**config.mk**
```make
export PLATFORM = sky130hd
export DESIGN_NAME = uart_rx_cfg
export DESIGN_NICKNAME = d
export VERILOG_FILES = /design/src/rtl/uart_pkg.sv /design/src/rtl/uart_rx_bit_timer.sv /design/src/rtl/uart_rx_cfg.sv
export SDC_FILE = /design/constraint.sdc
export NUM_CORES = 1
export LEC_CHECK = 0
export ABC_AREA = 1
export BUFFER_PORTS_ARGS = -buffer_cell sky130_fd_sc_hd__buf_2
export CAP_MARGIN = 10
export CELL_PAD_IN_SITES_DETAIL_PLACEMENT = 1
export CELL_PAD_IN_SITES_GLOBAL_PLACEMENT = 2
export CORE_MARGIN = 8
export CORE_UTILIZATION = 30
export DETAILED_ROUTE_END_ITERATION = 6
export PLACE_DENSITY_LB_ADDON = 0.1
export SYNTH_ARGS = -nofsm -noshare
export SYNTH_HDL_FRONTEND = slang
export SYNTH_HIERARCHICAL = 1
export SYNTH_SLANG_ARGS = --single-unit
```
**constraint.sdc**
```tcl
create_clock -name i_Clock -period 2.8 [get_ports i_Clock]
set_input_delay 0.56 -clock i_Clock [delete_from_list [all_inputs] [get_ports i_Clock]]
set_output_delay 0.56 -clock i_Clock [all_outputs]
set_load 0.05 [all_outputs]
```
**src/rtl/uart_pkg.sv**
```systemverilog
// Shared definitions for the configurable UART receiver: parity modes, FSM encodings and limits.
package uart_pkg;

    localparam logic [1:0] PAR_NONE = 2'b00;
    localparam logic [1:0] PAR_EVEN = 2'b01;
    localparam logic [1:0] PAR_ODD  = 2'b10;

    localparam int CPB_MIN = 4;

    typedef enum logic [2:0] {
        ST_IDLE   = 3'd0,
        ST_START  = 3'd1,
        ST_DATA   = 3'd2,
        ST_PARITY = 3'd3,
        ST_STOP1  = 3'd4,
        ST_STOP2  = 3'd5
    } rx_state_t;

    // Mode 11 is treated as "none", so only the two explicit encodings enable parity.
    function automatic logic parity_enabled(input logic [1:0] mode);
        return (mode == PAR_EVEN) || (mode == PAR_ODD);
    endfunction

endpackage

```
**src/rtl/uart_rx_bit_timer.sv**
```systemverilog
// Bit-period counter with a mid-start strobe and a bit strobe; intended to be shared with a TX.
module uart_rx_bit_timer #(
    parameter int CPB_W = 32
) (
    input  logic             i_Clock,
    input  logic             rst_n,
    input  logic             i_Clear,
    input  logic             i_Enable,
    input  logic [CPB_W-1:0] i_Cpb,
    output logic             o_Mid_Strobe,
    output logic             o_Bit_Strobe
);

    logic [CPB_W-1:0] r_count;
    logic [CPB_W-1:0] w_last;
    logic [CPB_W-1:0] w_mid;

    assign w_last = i_Cpb - CPB_W'(1);
    assign w_mid  = w_last >> 1;

    always_ff @(posedge i_Clock or negedge rst_n) begin
        if (!rst_n) begin
            r_count <= '0;
        end else if (i_Clear) begin
            r_count <= '0;
        end else if (i_Enable) begin
            r_count <= (r_count == w_last) ? '0 : r_count + CPB_W'(1);
        end
    end

    // Strobes are not gated by i_Clear: the FSM derives i_Clear from them.
    assign o_Mid_Strobe = i_Enable && (r_count == w_mid);
    assign o_Bit_Strobe = i_Enable && (r_count == w_last);

endmodule

```
**src/rtl/uart_rx_cfg.sv**
```systemverilog
// Configurable UART receiver: runtime parity/stop/baud, majority-vote sampling,
// error reporting and a one-entry valid/ready holding buffer.
module uart_rx_cfg
    import uart_pkg::*;
#(
    parameter int DATA_BITS   = 8,
    parameter int CPB_W       = 32,
    parameter int DEFAULT_CPB = 16
) (
    input  logic                 i_Clock,
    input  logic                 rst_n,
    input  logic [CPB_W-1:0]     i_Clks_Per_Bit,
    input  logic                 i_Ld_Cfg,
    input  logic [1:0]           i_Parity_Mode,
    input  logic                 i_Two_Stop,
    input  logic                 i_Rx_Serial,
    output logic [DATA_BITS-1:0] o_Rx_Data,
    output logic                 o_Rx_Valid,
    input  logic                 i_Rx_Ready,
    output logic                 o_Parity_Err,
    output logic                 o_Frame_Err,
    output logic                 o_Break,
    output logic                 o_Overrun,
    output logic                 o_Busy,
    output rx_state_t            o_Dbg_State
);

    localparam int IDX_W = 4;

    rx_state_t            r_state, w_state_nxt;
    logic [1:0]           r_sync;
    logic [2:0]           r_win;
    logic [CPB_W-1:0]     r_cpb;
    logic [1:0]           r_par_mode;
    logic                 r_two_stop;
    logic [DATA_BITS-1:0] r_shift;
    logic [IDX_W-1:0]     r_bit_idx;
    logic                 r_perr, r_par_bit, r_ferr, r_stop1_zero;
    logic [DATA_BITS-1:0] r_buf_data;
    logic                 r_buf_valid, r_buf_perr, r_buf_ferr, r_buf_brk, r_overrun;

    logic                 w_bit, w_par_en, w_mid_stb, w_bit_stb;
    logic                 w_tmr_clear, w_tmr_en, w_complete, w_handshake;
    logic                 w_ferr_fin, w_s1z_fin, w_brk;
    logic [CPB_W-1:0]     w_cpb_clamped;

    // Valid/ready: a transfer happens on any clock edge where o_Rx_Valid and
    // i_Rx_Ready are both high; o_Rx_Valid never drops without a transfer.
    assign w_handshake   = r_buf_valid && i_Rx_Ready;
    assign w_bit         = (r_win[0] & r_win[1]) | (r_win[0] & r_win[2]) | (r_win[1] & r_win[2]);
    assign w_par_en      = parity_enabled(r_par_mode);
    assign w_tmr_en      = (r_state != ST_IDLE);
    assign w_cpb_clamped = (i_Clks_Per_Bit < CPB_W'(CPB_MIN)) ? CPB_W'(CPB_MIN) : i_Clks_Per_Bit;

    uart_rx_bit_timer #(.CPB_W(CPB_W)) u_timer (
        .i_Clock      (i_Clock),
        .rst_n        (rst_n),
        .i_Clear      (w_tmr_clear),
        .i_Enable     (w_tmr_en),
        .i_Cpb        (r_cpb),
        .o_Mid_Strobe (w_mid_stb),
        .o_Bit_Strobe (w_bit_stb)
    );

    always_ff @(posedge i_Clock or negedge rst_n) begin
        if (!rst_n) begin
            r_sync     <= 2'b11;
            r_win      <= 3'b111;
            r_cpb      <= CPB_W'(DEFAULT_CPB);
            r_par_mode <= PAR_NONE;
            r_two_stop <= 1'b0;
            r_state    <= ST_IDLE;
        end else begin
            r_sync  <= {r_sync[0], i_Rx_Serial};
            r_win   <= {r_win[1:0], r_sync[1]};
            r_state <= w_state_nxt;
            if (i_Ld_Cfg && (r_state == ST_IDLE)) begin
                r_cpb      <= w_cpb_clamped;
                r_par_mode <= i_Parity_Mode;
                r_two_stop <= i_Two_Stop;
            end
        end
    end

    always_comb begin
        w_state_nxt = r_state;
        w_tmr_clear = 1'b0;
        w_complete  = 1'b0;
        unique case (r_state)
            ST_IDLE: begin
                w_tmr_clear = 1'b1;
                if (!r_sync[1]) w_state_nxt = ST_START;
            end
            ST_START: begin
                if (w_mid_stb) begin
                    if (w_bit) begin
                        w_state_nxt = ST_IDLE;
                    end else begin
                        w_tmr_clear = 1'b1;
                        w_state_nxt = ST_DATA;
                    end
                end
            end
            ST_DATA: begin
                if (w_bit_stb && (r_bit_idx == IDX_W'(DATA_BITS - 1)))
                    w_state_nxt = w_par_en ? ST_PARITY : ST_STOP1;
            end
            ST_PARITY: begin
                if (w_bit_stb) w_state_nxt = ST_STOP1;
            end
            ST_STOP1: begin
                if (w_bit_stb) begin
                    if (r_two_stop) begin
                        w_state_nxt = ST_STOP2;
                    end else begin
                        w_state_nxt = ST_IDLE;
                        w_complete  = 1'b1;
                    end
                end
            end
            ST_STOP2: begin
                if (w_bit_stb) begin
                    w_state_nxt = ST_IDLE;
                    w_complete  = 1'b1;
                end
            end
            default: w_state_nxt = ST_IDLE;
        endcase
    end

    always_ff @(posedge i_Clock or negedge rst_n) begin
        if (!rst_n) begin
            r_shift      <= '0;
            r_bit_idx    <= '0;
            r_perr       <= 1'b0;
            r_par_bit    <= 1'b0;
            r_ferr       <= 1'b0;
            r_stop1_zero <= 1'b0;
        end else begin
            if ((r_state == ST_START) && w_mid_stb && !w_bit) begin
                r_bit_idx    <= '0;
                r_perr       <= 1'b0;
                r_par_bit    <= 1'b0;
                r_ferr       <= 1'b0;
                r_stop1_zero <= 1'b0;
            end
            if (w_bit_stb && (r_state == ST_DATA)) begin
                r_shift   <= {w_bit, r_shift[DATA_BITS-1:1]};
                r_bit_idx <= r_bit_idx + IDX_W'(1);
            end
            if (w_bit_stb && (r_state == ST_PARITY)) begin
                r_perr    <= ((^r_shift) ^ w_bit) != (r_par_mode == PAR_ODD);
                r_par_bit <= w_bit;
            end
            if (w_bit_stb && (r_state == ST_STOP1)) begin
                r_ferr       <= ~w_bit;
                r_stop1_zero <= ~w_bit;
            end
        end
    end

    // On completion the final stop bit is still combinational, so fold it in here.
    assign w_ferr_fin = (r_state == ST_STOP1) ? ~w_bit : (r_ferr | ~w_bit);
    assign w_s1z_fin  = (r_state == ST_STOP1) ? ~w_bit : r_stop1_zero;
    assign w_brk      = (r_shift == '0) && (!w_par_en || !r_par_bit) && w_s1z_fin;

    always_ff @(posedge i_Clock or negedge rst_n) begin
        if (!rst_n) begin
            r_buf_valid <= 1'b0;
            r_buf_data  <= '0;
            r_buf_perr  <= 1'b0;
            r_buf_ferr  <= 1'b0;
            r_buf_brk   <= 1'b0;
            r_overrun   <= 1'b0;
        end else begin
            if (w_complete && (!r_buf_valid || w_handshake)) begin
                r_buf_valid <= 1'b1;
                r_buf_data  <= r_shift;
                r_buf_perr  <= r_perr;
                r_buf_ferr  <= w_ferr_fin;
                r_buf_brk   <= w_brk;
            end else if (w_handshake) begin
                r_buf_valid <= 1'b0;
            end
            if (w_handshake) r_overrun <= 1'b0;
            else if (w_complete && r_buf_valid) r_overrun <= 1'b1;
        end
    end

    assign o_Rx_Data    = r_buf_data;
    assign o_Rx_Valid   = r_buf_valid;
    assign o_Parity_Err = r_buf_perr;
    assign o_Frame_Err  = r_buf_ferr;
    assign o_Break      = r_buf_brk;
    assign o_Overrun    = r_overrun;
    assign o_Busy       = (r_state != ST_IDLE);
    assign o_Dbg_State  = r_state;

endmodule

```
======== Yosys cells after proc, flatten, opt, wreduce, memory -nomap -nowiden ========
Cells that the tools add are included.
word-level totals
  bits in registers ....................... 103
  output and inout bits ................... 17
  logic and storage cells ................. 112
  input port bits ......................... 40
cells by class
  muxes and demuxes ....................... 33
  $add $sub $neg .......................... 3
  equality and inequality tests ........... 17
  bitwise operators ....................... 8
  reduce and logical (&&, ||, !) cells .... 32
  magnitude comparators ................... 1
operator list
  cell                                                          count
  two-way mux 32 bit                                            4
  adder 32 x 1 -> 32 bit (second input constant)                1
  equality test 32 x 31 -> 1 bit                                1
  equality test 32 bit                                          1
  less-than comparator 32 x 3 -> 1 bit (second input constant)  1
  subtractor 32 x 1 -> 32 bit (second input constant)           1
  two-way mux 3 bit                                             8
  case mux 3 bit (6 select lines)                               1
  two-way mux 1 bit                                             15
  logical AND 1 bit                                             14
  inequality test 2 bit (second input constant)                 6
  nonzero test 2 bit                                            6
  zero test 8 bit                                               1
  two-way mux 4 bit                                             2
  parity 8 bit                                                  1
  equality test 3 x 2 -> 1 bit (second input constant)          2
  equality test 3 bit (second input constant)                   2
  AND reduction 6 bit                                           1
  adder 4 x 1 -> 4 bit (second input constant)                  1
  equality test 4 x 3 -> 1 bit (second input constant)          1
  zero test 1 bit                                               4
  case mux 1 bit (2 select lines)                               2
  AND 1 bit                                                     3
  equality test 3 x 1 -> 1 bit (second input constant)          1
  other kinds (10)                                              14

======== Longest topological paths before layout ========
  depth in word-level cells ............... 8
  depth in mapped cells ................... 24

======== Hierarchy ========
Netlist, hierarchy kept.
modules (own cells, without submodules)
  module             times used  cells each  area an instance (um^2)
  uart_rx_bit_timer  1           841         4,362.9
  uart_rx_cfg        1           392         3,201.8

======== Worst setup path before layout ========
OpenSTA, ideal clock, no wires.
  path kind ............................... register to register
  start ................................... reg r_state[1] (netlist: o_Dbg_State[1])
  end ..................................... reg u_timer.r_count[19]
  setup slack ............................. -422 ps
  cell stages (with the launch flop) ...... 21
  arrival time ............................ 3,106 ps
  required time ........................... 2,683 ps
  clock period less this slack ............ 3,222 ps
  cells stage by stage .................... dfrtp_1 > nor2_1 > nand2_1 > nand3_1 > a21oi_1 > o21ai_0 > nor2_1 > nand4_1 > nor2_1 > nand2_1 > nor2_1 > nand2_1 > nor2_1 > nand3_1 > nand2_1 > nor2_1 > inv_1 > clkbuf_1 > a211oi_1 > nand2_1 > nand2_1
between the ends
  word-level cells in the longest chain between the ends .. 5
  elaborated cells between the ends (all ways) .. 8
ends and longest elaborated chain
  item                                                      line                     RTL
  start, declared                                           uart_rx_cfg.sv:30        rx_state_t r_state, w_state_nxt;
  start signal, assigned                                    uart_rx_cfg.sv:76        r_state <= w_state_nxt;
  nonzero test 3 bit (*)                                    n/a
  named net o_Busy                                          uart_rx_cfg.sv:24        output logic o_Busy,
  logical AND 1 bit (*)                                     uart_rx_bit_timer.sv:32  assign o_Mid_Strobe = i_Enable && (r_count == w_mid);
  named net w_mid_stb                                       uart_rx_cfg.sv:42        logic w_bit, w_par_en, w_mid_stb, w_bit_stb;
  two-way mux 1 bit (*)                                     uart_rx_cfg.sv:95        if (w_mid_stb) begin
  case mux 1 bit (2 select lines) (*)                       uart_rx_cfg.sv:89        unique case (r_state)
  named net w_tmr_clear                                     uart_rx_cfg.sv:43        logic w_tmr_clear, w_tmr_en, w_complete, w_handshake;
  two-way mux 32 bit or nonzero test 2 bit (tied branches)  n/a
  end signal, assigned                                      uart_rx_bit_timer.sv:27  r_count <= (r_count == w_last) ? '0 : r_count + CPB_W'(1);
  end, declared                                             uart_rx_bit_timer.sv:14  logic [CPB_W-1:0] r_count;
Mark *: on every way through the listed nets, which the timed path passes. The rest lies on a longest branch.
A chain may end at the register's enable or synchronous reset.

======== Worst setup path in the final report ========
  start ................................... reg r_cpb[2]
  end ..................................... reg u_timer.r_count[9]
between the ends
  word-level cells in the longest chain between the ends .. 6
  elaborated cells between the ends (all ways) .. 10
ends and longest elaborated chain
  item                                                      line                     RTL
  start, declared                                           uart_rx_cfg.sv:33        logic [CPB_W-1:0] r_cpb;
  start signal, assigned                                    uart_rx_cfg.sv:69        r_cpb <= CPB_W'(DEFAULT_CPB);
  start signal, assigned                                    uart_rx_cfg.sv:78        r_cpb <= w_cpb_clamped;
  subtractor 32 x 1 -> 32 bit (*)                           uart_rx_bit_timer.sv:18  assign w_last = i_Cpb - CPB_W'(1);
  equality test 32 x 31 -> 1 bit (*)                        uart_rx_bit_timer.sv:32
  logical AND 1 bit (*)                                     uart_rx_bit_timer.sv:32
  named net w_mid_stb                                       uart_rx_cfg.sv:42
  two-way mux 1 bit (*)                                     uart_rx_cfg.sv:95
  case mux 1 bit (2 select lines) (*)                       uart_rx_cfg.sv:89
  named net w_tmr_clear                                     uart_rx_cfg.sv:43
  two-way mux 32 bit or nonzero test 2 bit (tied branches)  n/a
Mark *: on every way through the listed nets, which the timed path passes. The rest lies on a longest branch. The select of a mux whose other input is x is not followed.

==> qor.yml <==
status: "complete, but fails checks"
violations: "negative setup slack"
fin_crit_sh: 1.08
vias: 8516
cts_buffer_depth: 2
cp_slowest_cell: "dfrtp_2"
rows: 58
cp.arrival_ns: 3.29
io_buffers: 56
dieArea_sq_um: 30600
relSlewSlack: 0.547
cts.sinks: 103
core_sq_um: 25000
r2r_slack_ns: -0.23
yosysTopAreaCell: "dfrtp_1"
crit_path_end_kind: "flip-flop"
startpoint_type: "flip-flop"
cts-htree-levels: 3
fin_cells: 1817
synthCells: 1233
crit_family: "simple AND/OR/NAND/NOR gates"
vdd_ir_drop_max_mv: 0.354
post_drt_wl_per_cell_microns: 16.9
numCtsBuffers: 9
drv_cap: 0
rsz0062_at_grt: "true"
dp_hpwl_mm: 23.8
crit_type: "reg -> reg"
grtUsageTotal: 0.199
dr.pass1.iters: 5
wl_mm: 30.7
final-hold-violation-count: 0
finalSetupViolCount: 63
antenna_found_initial: 0
num_antenna_cells: 0
grt_max_degree: 53
grt_pass1_vias: 8987
skew_ns: 0.0139
critPathMaxFanout: 4
grt_pass1_wl_mm: 48.2
floorplan.die.height_microns: 175
n_fill_cell: 3281
area_growth_pct: 46.4
seq_area_frac_synth: 0.342
fin_nets: 1530
synthTopCellsByArea: "dfrtp_1 (32%), nand2_1 (25%), nor2_1 (8.8%)"
worst_slack_ns: -0.226
clk_pin_slew_ns: 0.08
reg2reg_depth: 24
drive_gt1_frac: 0.346
power_leakage_nw: 5.44
gp_congestion: 0.897
syn_area_sq_um: 7560
cpPeakStageDelay_ns: 0.45
die_w_microns: 175
critPathRequiredTime_ns: 3.06
slew_viol_final: 0
start_util: 0.303
hp-class: "in -> async"
whs_ns: 0.107
drc_errors: 0
critPathBufInv: 5
synth_cell_types: 40
drtIter0Drc: 334
worstReg2RegStart: "r_cpb[2]"
ioPinCount: 57
antenna_left: 0
clock_latency_ns: 0.37
grt_overflow: 0
ys_seq_elements: 103
tritoncts: "done"
cts_root_buf: "clkbuf_16"
syn-mean-instance-area_sq_um: 6.14
path_cells: "nor2_4, nand2_8, nor2_4, buf_6, buf_6, nand3b_1, nand2_2, nand2_2, nand2_2, nand2_2, nor3_2, nand2_1, nor2_1, nand2_1, nor2_2, nand3_2, nand2_4, nor2_4, inv_4, buf_12, clkbuf_16, nor2_4, nand2_1, nand2_1"
post-route-util: 0.444
ctsHoldBuffers: 0
yosys.area.top_type_share: 0.321
reg2reg_to: "u_timer/r_count[9]"
worst_pin_slew_ns: 0.673
finalCriticalPeriod_ns: 3.03
placed_cells: 1763
syn-num-nets: 1281
routed_via_density: 4.69
max_clock_freq_mhz: 330
yosys_warnings: 6
power_density_nw_per_um2: 912
cells in the final DEF, fill, tap and decap left out, drive strengths merged, types with 8 or more instances in the layout:
master,instances
nand2,518
buf,264
nor2,187
inv,140
nand3,98
dfrtp,97
o21ai,60
xor2,25
a21oi,20
nand4,14
nor3,14
clkbuf,10
ha,8
worst max path at each step:
stage,startpoint,endpoint,slack [ns],depth (start not counted)
after CTS,r_cpb[5],u_timer/r_count[18],-0.17,24
after global placement,r_cpb[18],o_Rx_Data[4],-0.34,18
final,r_cpb[2],u_timer/r_count[9],-0.23,24
after detailed placement,r_cpb[0],o_Rx_Data[6],-0.39,20
after floorplan,r_cpb[0],u_timer/r_count[7],0.03,23
after global routing,r_cpb[2],u_timer/r_count[2],-0.40,24
registers in the layout, summed over array words and instances, names as in the netlist, 2 cells and up:
name / count
r_cpb: 32
u_timer/r_count: 32
r_par_mode: 2
r_win: 3
r_bit_idx: 4
o_Rx_Data: 8
r_sync: 2
r_shift: 8
o_Dbg_State: 3
synth_stat cells (all sizes together):
| master | instances |
|---|---|
| o21bai | 2 |
| a211oi | 1 |
| a21oi | 20 |
| nand3b | 3 |
| buf | 14 |
| nand3 | 98 |
| xor2 | 25 |
| nand2 | 518 |
| o22ai | 2 |
| clkbuf | 15 |
| xnor3 | 3 |
| nor4 | 6 |
| nand4 | 14 |
| nor3 | 14 |
| o21ai | 60 |
| inv | 135 |
| nor2 | 187 |
| clkinv | 1 |
| or2 | 1 |
| xnor2 | 1 |
| ha | 8 |
| dfstp | 6 |
| o21a | 1 |
| dfrtp | 97 |
| a22oi | 1 |
report_power, final:
group | total [mW] | internal, mW | switching (mW)
combinational | 6.63 | 2.95 | 3.68
clock | 1.35 | 0.634 | 0.713
sequential | 2.13 | 1.80 | 0.330
total | 10.1 | 5.38 | 4.73
worst register-to-register path: cells and delay by family (launching register included):
kind | cells | cell delay, ns
simple gates | 19 | 1.90
buf+inv | 5 | 0.60
flops | 1 | 0.45
timing repair:
action | CTS | global route
pin swaps | 47 | 84
gates cloned | 4 | 2
endpoints found under the setup margin | 63 | 63
setup buffers | 20 | 13
gates resized for setup | 132 | 157
cells by family after synthesis:
| kind of cell | Yosys count | synth area share |
|---|---|---|
| buffers and inverters | 165 | 0.0857 |
| and+or+nand+nor | 841 | 0.456 |
| xor gates and xnor gates | 29 | 0.0390 |
| adders and majority gates | 8 | 0.0132 |
| DFF | 103 | 0.342 |
| AOI/OAI and AO/OA | 87 | 0.0645 |
cell type report:
cell class / instances / area (sq um) / area share
Tap cell: 330 / 413 / 0.0373
Multi-Input combinational cell: 965 / 5140 / 0.464
Sequential cell: 103 / 2600 / 0.234
Timing Repair Buffer: 265 / 2080 / 0.187
Inverter: 136 / 527 / 0.0476
Clock buffer: 9 / 225 / 0.0203
Timing Repair inverter: 2 / 22.5 / 0.00203
Clock inverter: 7 / 72.6 / 0.00655
metrics by stage:
step / power [mW] / setup slack (ns) / TNS, ns / instance area, sq um
CTS: 9.50 / -0.173 / -7.78 / 10400
global placement: 7.12 / -0.336 / -15.49 / 9500
finish: 10.1 / -0.226 / -9.19 / 11100
detailed placement: 7.23 / -0.391 / -17.76 / 9500
floorplan: 4.69 / 0.0288 / 0 / 7580
global route: 10.9 / -0.402 / -19.93 / 11100
metal layers:
metal  track usage  vias to the layer above  wire (microns)
met5             0                        -               0
met4        0.0427                        0             573
met3        0.0263                       26             755
met2         0.348                      105           15300
met1         0.255                     4053           14100
li1              -                     4332               -
Note: power is estimated with default switching activity, not from simulation.
